==> src/rtl/dac_tlv5618_rx.sv <==
// TLV5618 3-wire write-interface responder.
// Oversamples cs_n/sclk/din in the clk domain, shifts in 16-bit MSB-first frames
// and maintains the DAC A, DAC B, BUFFER registers and the SPD/PWR mode bits.
//
// Ports:
//   clk, rst       system clock, synchronous active-high reset
//   dac_cs_n       chip select (active low, async)
//   dac_sclk       serial clock (async), data taken on falling edge
//   dac_din        serial data (async), MSB first
//   frame_valid    1-cycle pulse, well-formed 16-bit frame received
//   frame_err      1-cycle pulse, frame ended with a bit count other than 16
//   frame_data     last well-formed frame
//   dac_a, dac_b   DAC output registers
//   buffer         double-buffer register
//   spd, pwr       mode bits from the last non-reserved frame
module dac_tlv5618_rx #(
  parameter int unsigned SyncStages = 2
) (
  input  logic        clk,
  input  logic        rst,
  input  logic        dac_cs_n,
  input  logic        dac_sclk,
  input  logic        dac_din,
  output logic        frame_valid,
  output logic        frame_err,
  output logic [15:0] frame_data,
  output logic [11:0] dac_a,
  output logic [11:0] dac_b,
  output logic [11:0] buffer,
  output logic        spd,
  output logic        pwr
);

  logic [SyncStages-1:0] cs_sync_q, sclk_sync_q, din_sync_q;
  logic                  cs_prev_q, sclk_prev_q;
  logic                  cs_s, sclk_s, din_s;
  logic                  cs_fall, cs_rise, sclk_fall, capture;

  logic [15:0] shift_q, shift_d;
  logic [4:0]  cnt_q, cnt_d;

  // Two-stage evaluation pipeline after the synced cs_n rise.
  logic        ev1_q, ev1_ok_q;
  logic [15:0] ev1_data_q;
  logic        ev2_q, ev2_ok_q;
  logic [15:0] ev2_data_q;

  logic        frame_valid_q, frame_err_q, spd_q, pwr_q;
  logic [15:0] frame_data_q;
  logic [11:0] dac_a_q, dac_b_q, buffer_q;

  assign cs_s   = cs_sync_q[SyncStages-1];
  assign sclk_s = sclk_sync_q[SyncStages-1];
  assign din_s  = din_sync_q[SyncStages-1];

  assign cs_fall   = cs_prev_q & ~cs_s;
  assign cs_rise   = ~cs_prev_q & cs_s;
  assign sclk_fall = sclk_prev_q & ~sclk_s;
  // Gate on the previous cs_n level so a bit landing with the cs_n rise is still taken.
  assign capture   = sclk_fall & ~cs_prev_q;

  always_ff @(posedge clk) begin
    if (rst) begin
      cs_sync_q   <= '1;
      sclk_sync_q <= '0;
      din_sync_q  <= '0;
      cs_prev_q   <= 1'b1;
      sclk_prev_q <= 1'b0;
    end else begin
      cs_sync_q   <= {cs_sync_q[SyncStages-2:0], dac_cs_n};
      sclk_sync_q <= {sclk_sync_q[SyncStages-2:0], dac_sclk};
      din_sync_q  <= {din_sync_q[SyncStages-2:0], dac_din};
      cs_prev_q   <= cs_s;
      sclk_prev_q <= sclk_s;
    end
  end

  always_comb begin
    shift_d = shift_q;
    cnt_d   = cnt_q;
    if (cs_fall) begin
      shift_d = '0;
      cnt_d   = '0;
    end else if (capture) begin
      shift_d = {shift_q[14:0], din_s};
      // 17 marks overrun and sticks.
      if (cnt_q != 5'd17) begin
        cnt_d = cnt_q + 5'd1;
      end
    end
  end

  always_ff @(posedge clk) begin
    if (rst) begin
      shift_q    <= '0;
      cnt_q      <= '0;
      ev1_q      <= 1'b0;
      ev1_ok_q   <= 1'b0;
      ev1_data_q <= '0;
      ev2_q      <= 1'b0;
      ev2_ok_q   <= 1'b0;
      ev2_data_q <= '0;
    end else begin
      shift_q    <= shift_d;
      cnt_q      <= cnt_d;
      ev1_q      <= cs_rise;
      ev1_ok_q   <= cs_rise & (cnt_d == 5'd16);
      ev1_data_q <= shift_d;
      ev2_q      <= ev1_q;
      ev2_ok_q   <= ev1_ok_q;
      ev2_data_q <= ev1_data_q;
    end
  end

  always_ff @(posedge clk) begin
    if (rst) begin
      frame_valid_q <= 1'b0;
      frame_err_q   <= 1'b0;
      frame_data_q  <= '0;
      dac_a_q       <= '0;
      dac_b_q       <= '0;
      buffer_q      <= '0;
      spd_q         <= 1'b0;
      pwr_q         <= 1'b0;
    end else begin
      frame_valid_q <= ev2_q & ev2_ok_q;
      frame_err_q   <= ev2_q & ~ev2_ok_q;
      if (ev2_q && ev2_ok_q) begin
        frame_data_q <= ev2_data_q;
        unique case ({ev2_data_q[15], ev2_data_q[12]})
          2'b00: begin
            dac_b_q  <= ev2_data_q[11:0];
            buffer_q <= ev2_data_q[11:0];
          end
          2'b01: buffer_q <= ev2_data_q[11:0];
          2'b10: begin
            dac_a_q <= ev2_data_q[11:0];
            dac_b_q <= buffer_q;
          end
          2'b11: ;
        endcase
        if (!(ev2_data_q[15] && ev2_data_q[12])) begin
          spd_q <= ev2_data_q[14];
          pwr_q <= ev2_data_q[13];
        end
      end
    end
  end

  assign frame_valid = frame_valid_q;
  assign frame_err   = frame_err_q;
  assign frame_data  = frame_data_q;
  assign dac_a       = dac_a_q;
  assign dac_b       = dac_b_q;
  assign buffer      = buffer_q;
  assign spd         = spd_q;
  assign pwr         = pwr_q;

endmodule

==> config.mk <==
export PLATFORM = sky130hd
export DESIGN_NAME = dac_tlv5618_rx
export DESIGN_NICKNAME = d
export VERILOG_FILES = /design/src/rtl/dac_tlv5618_rx.sv
export SDC_FILE = /design/constraint.sdc
export NUM_CORES = 1
export LEC_CHECK = 0
export ABC_AREA = 0
export CAP_MARGIN = 10
export CORE_AREA = 2 2 69 98
export DETAILED_ROUTE_END_ITERATION = 8
export DIE_AREA = 0 0 71 100
export DONT_BUFFER_PORTS = 1
export HOLD_SLACK_MARGIN = 0.05
export PLACE_DENSITY = 0.73
export SETUP_SLACK_MARGIN = 0.3
export SYNTH_ARGS = -nofsm -noshare
export SYNTH_HDL_FRONTEND = slang
export SYNTH_SLANG_ARGS = --single-unit
export TNS_END_PERCENT = 1
==> constraint.sdc <==
create_clock -name clk -period 1.7 [get_ports clk]
set_input_delay 0.51 -clock clk [delete_from_list [all_inputs] [get_ports clk]]
set_output_delay 0.51 -clock clk [all_outputs]
set_load 0.005 [all_outputs]
==> metrics.txt <==
TritonCTS buffer count 9; IR drop worst, VDD between 500 and 600 uV; overall die width around 70 um; fraction of power consumed by sequential logic 60.3%; Comb pwr share 0.6%; outcome completed; Worst Hold Endpoint sclk_prev_q; worst slack after detailed placement approximately 240 ps; power spent charging and discharging nets just over 0.9 mW; Initial DRT Pass Iterations 4; switching portion of total power 22.20%; category of the most critical setup path reg2reg; worst r2r src cs_prev_q; fin cells 485; Highest Clock Rate roughly 700 MHz; layout-stage area growth over the synthesis result 9.966%; synthesized instance count 408; net count after synthesis 415; share of the core filled with cells 63.05%; endpoint kind of the worst setup timing path register; TritonCTS clock tree done; number of sinks driven by the clock tree 105; Die Area between 7000 and 8000 um2; flop-to-flop setup slack roughly 280 ps; dpl hpwl about 4.5 mm; worst flop-to-flop path endpoint ev1_ok_q; proportion of netlist area held by the largest area contributor between 50% and 60%; Worst Hold Path Cells 1; Clock power frac between 30% and 40%; share of the yosys chip area belonging to registers between 50% and 60%; number of nets at the end of the flow around 410; total number of H-tree levels 3; CTS Hold Bufs 0; maximum fanout encountered on the critical timing path 6; first-pass GRT wire length around 11 mm; average detailed-routed wire length per instance approximately 14 um; Final setup violation count 0; starting density of the core approximately 57%; Mean Syn Cell Area roughly 8.9 um2; diode count 0; actual slew at the worst max-slew pin about 450 ps; # rows 35; antenna violations before repair 0; normalized max-slew margin between 60% and 70%; total of warnings raised by yosys 0; commonest cells after routing, fill and taps aside nand2_1, dfxtp_1, a21oi_1, nor2b_1, nor2_1; total power divided by cell area just over 1000 nW/um2; Power Internal ~3.2 mW; Final Hold Violating Endpoints 0; number of storage elements in the synthesis netlist about 110; critical hold path startpoint rst; overflow left after global routing 0; number of placed I/O pins between 60 and 70; maximum number of buffers from clock root to sink 2; min cycle time layout ~1400 ps; commonest non-fill, non-tap cell in the layout nand2_1; Setup TNS Final 0 ps; Vert. Die Dim 100 um; cell accounting for the most synthesized area dfxtp_1; cell at the root of the clock tree clkbuf_8; gr usage total between 10% and 20%; DP Cell Count roughly 470; area of the mapped netlist roughly 3600 um2; Required @ worst endpoint around 2000 ps; Worst Reg2Reg Path Length in Cells 4; total routed wirelength 6.704 mm; unrepaired setup endpoints after global routing true; first-iteration detailed-routing DRC count 160; synth top area cells dfxtp_1, nand2_1, a21oi_1; pin count of the biggest net entering global routing 85; clock insertion delay at the later pin of the skew report about 370 ps; worst hold-check path type in2reg; worst-case clock skew ~15 ps; number of pins exceeding their max-slew limit in the final report 0; DRT antenna net count 0; routed via count between 2000 and 3000; number of global-route vias before repair roughly 2400; max cap viols 0; number of design rule violations left after detail routing 0; CP Data Arrival Time 1680 ps; nature of the critical path startpoint register; post-layout worst setup margin approximately 280 ps; IO buf count 0; gp weighted congestion 0.8327; distinct cell type count after synthesis 33; leakage power summed over all cells about 1.3 nW; fraction of layout cells with a size suffix above 1 a little over a tenth; core outline area ~6300 um2; post-CTS clock slew at the launch and capture registers of the worst setup and hold paths around 90 ps; routed via count divided by cell count roughly 5.4; fin crit share a little over four fifths
==> metrics by stage <==
step	area [um2]	total power, mW	hold WS [ps]
global route	4004	4.225	187.1
CTS	3958	4.110	189.6
global placement	3696	2.548	404.6
finish	4004	4.099	212.7
floorplan	3641	2.570	383.2
detailed placement	3696	2.549	399.8
==> flip-flops by register name, indices dropped and copies added, names as in the netlist, 5 cells and up <==
register    count
buffer         12
dac_b          12
frame_data     16
dac_a          12
cnt_q           5
ev2_data_q     16
ev1_data_q     16
==> timing repair <==
action / in CTS / in global routing
pin swaps: 4 / 4
gates resized for setup: 7 / 9
endpoints found under the setup margin: 2 / 32
buffers inserted: 4 / 0
==> per-layer routing <==
layer	global-route usage, %	up-vias	share of wire (%)
met3	6.325	7	4.5
li1	-	1331	-
met5	0	-	0
met2	33.14	52	51
met4	8.853	0	1.6
met1	23.06	1206	43
==> worst max path at each step <==
stage                 from       end  slack, ps  cells after the start
6_report         cs_prev_q  ev1_ok_q        280                      4
3_5_place_dp      cnt_q[1]  ev1_ok_q        240                      6
4_1_cts          cs_prev_q  ev1_ok_q        310                      3
5_1_grt        sclk_prev_q  ev1_ok_q        210                      5
3_3_place_gp      cnt_q[1]  ev1_ok_q        260                      6
2_1_floorplan    cs_prev_q  ev1_ok_q        310                      5
==> logic make-up (layout without fill, tap and decap cells) <==
| kind of cell | after synthesis | after routing | share of synthesized area [%] |
|---|---|---|---|
| flip-flops | 105 | 105 | 57.73 |
| buffers and inverters | 29 | 32 | 3.196 |
| XOR/XNOR | 4 | 4 | 0.9624 |
| AO/OA/AOI/OAI | 75 | 75 | 11.44 |
| adder cells (fa/ha/maj) | 2 | 2 | 0.6872 |
| multiplexers | 14 | 14 | 3.849 |
| AND/OR/NAND/NOR | 179 | 179 | 22.13 |
==> synth_stat cells (all sizes together) <==
cell,instances
dfxtp,105
a211oi,12
a21oi,58
nand2,113
and4bb,1
clkbuf,17
and3b,1
nand4,3
or2,3
a31oi,1
a311oi,1
xnor2,2
xor2,2
nor2b,23
nor3,2
o21ai,1
a21o,1
or3b,1
and2,3
nand3b,1
nand3,1
nor2,22
nand4bb,1
inv,3
o32ai,1
mux2i,14
and4,1
nand2b,1
buf,9
ha,2
nor3b,2
==> critical path, cell delays in order (launching register included) <==
cell and delay [ps]:
dfxtp_1 390, or3b_4 460, o21ai_2 190, o32ai_2 100
and4_1 190
==> power groups by stage <==
stage          clock [mW]  sequential (mW)  combinational (mW)
6_report             1.61             2.47              0.0232
3_3_place_gp            0             2.53              0.0207
3_5_place_dp            0             2.53              0.0214
4_1_cts              1.62             2.47              0.0221
2_1_floorplan           0             2.53              0.0435
5_1_grt              1.73             2.47              0.0263
==> area by class of cell <==
cell class,instances,area (um2)
clock buffer,9,123.9
clock inverter,7,88.84
sequential,105,2107
fill,508,2346
multi-input combinational,274,1479
tap,74,92.59
inverter,3,11.26
timing repair buffer,13,101.3
Note: power is estimated with default switching activity, not from simulation.
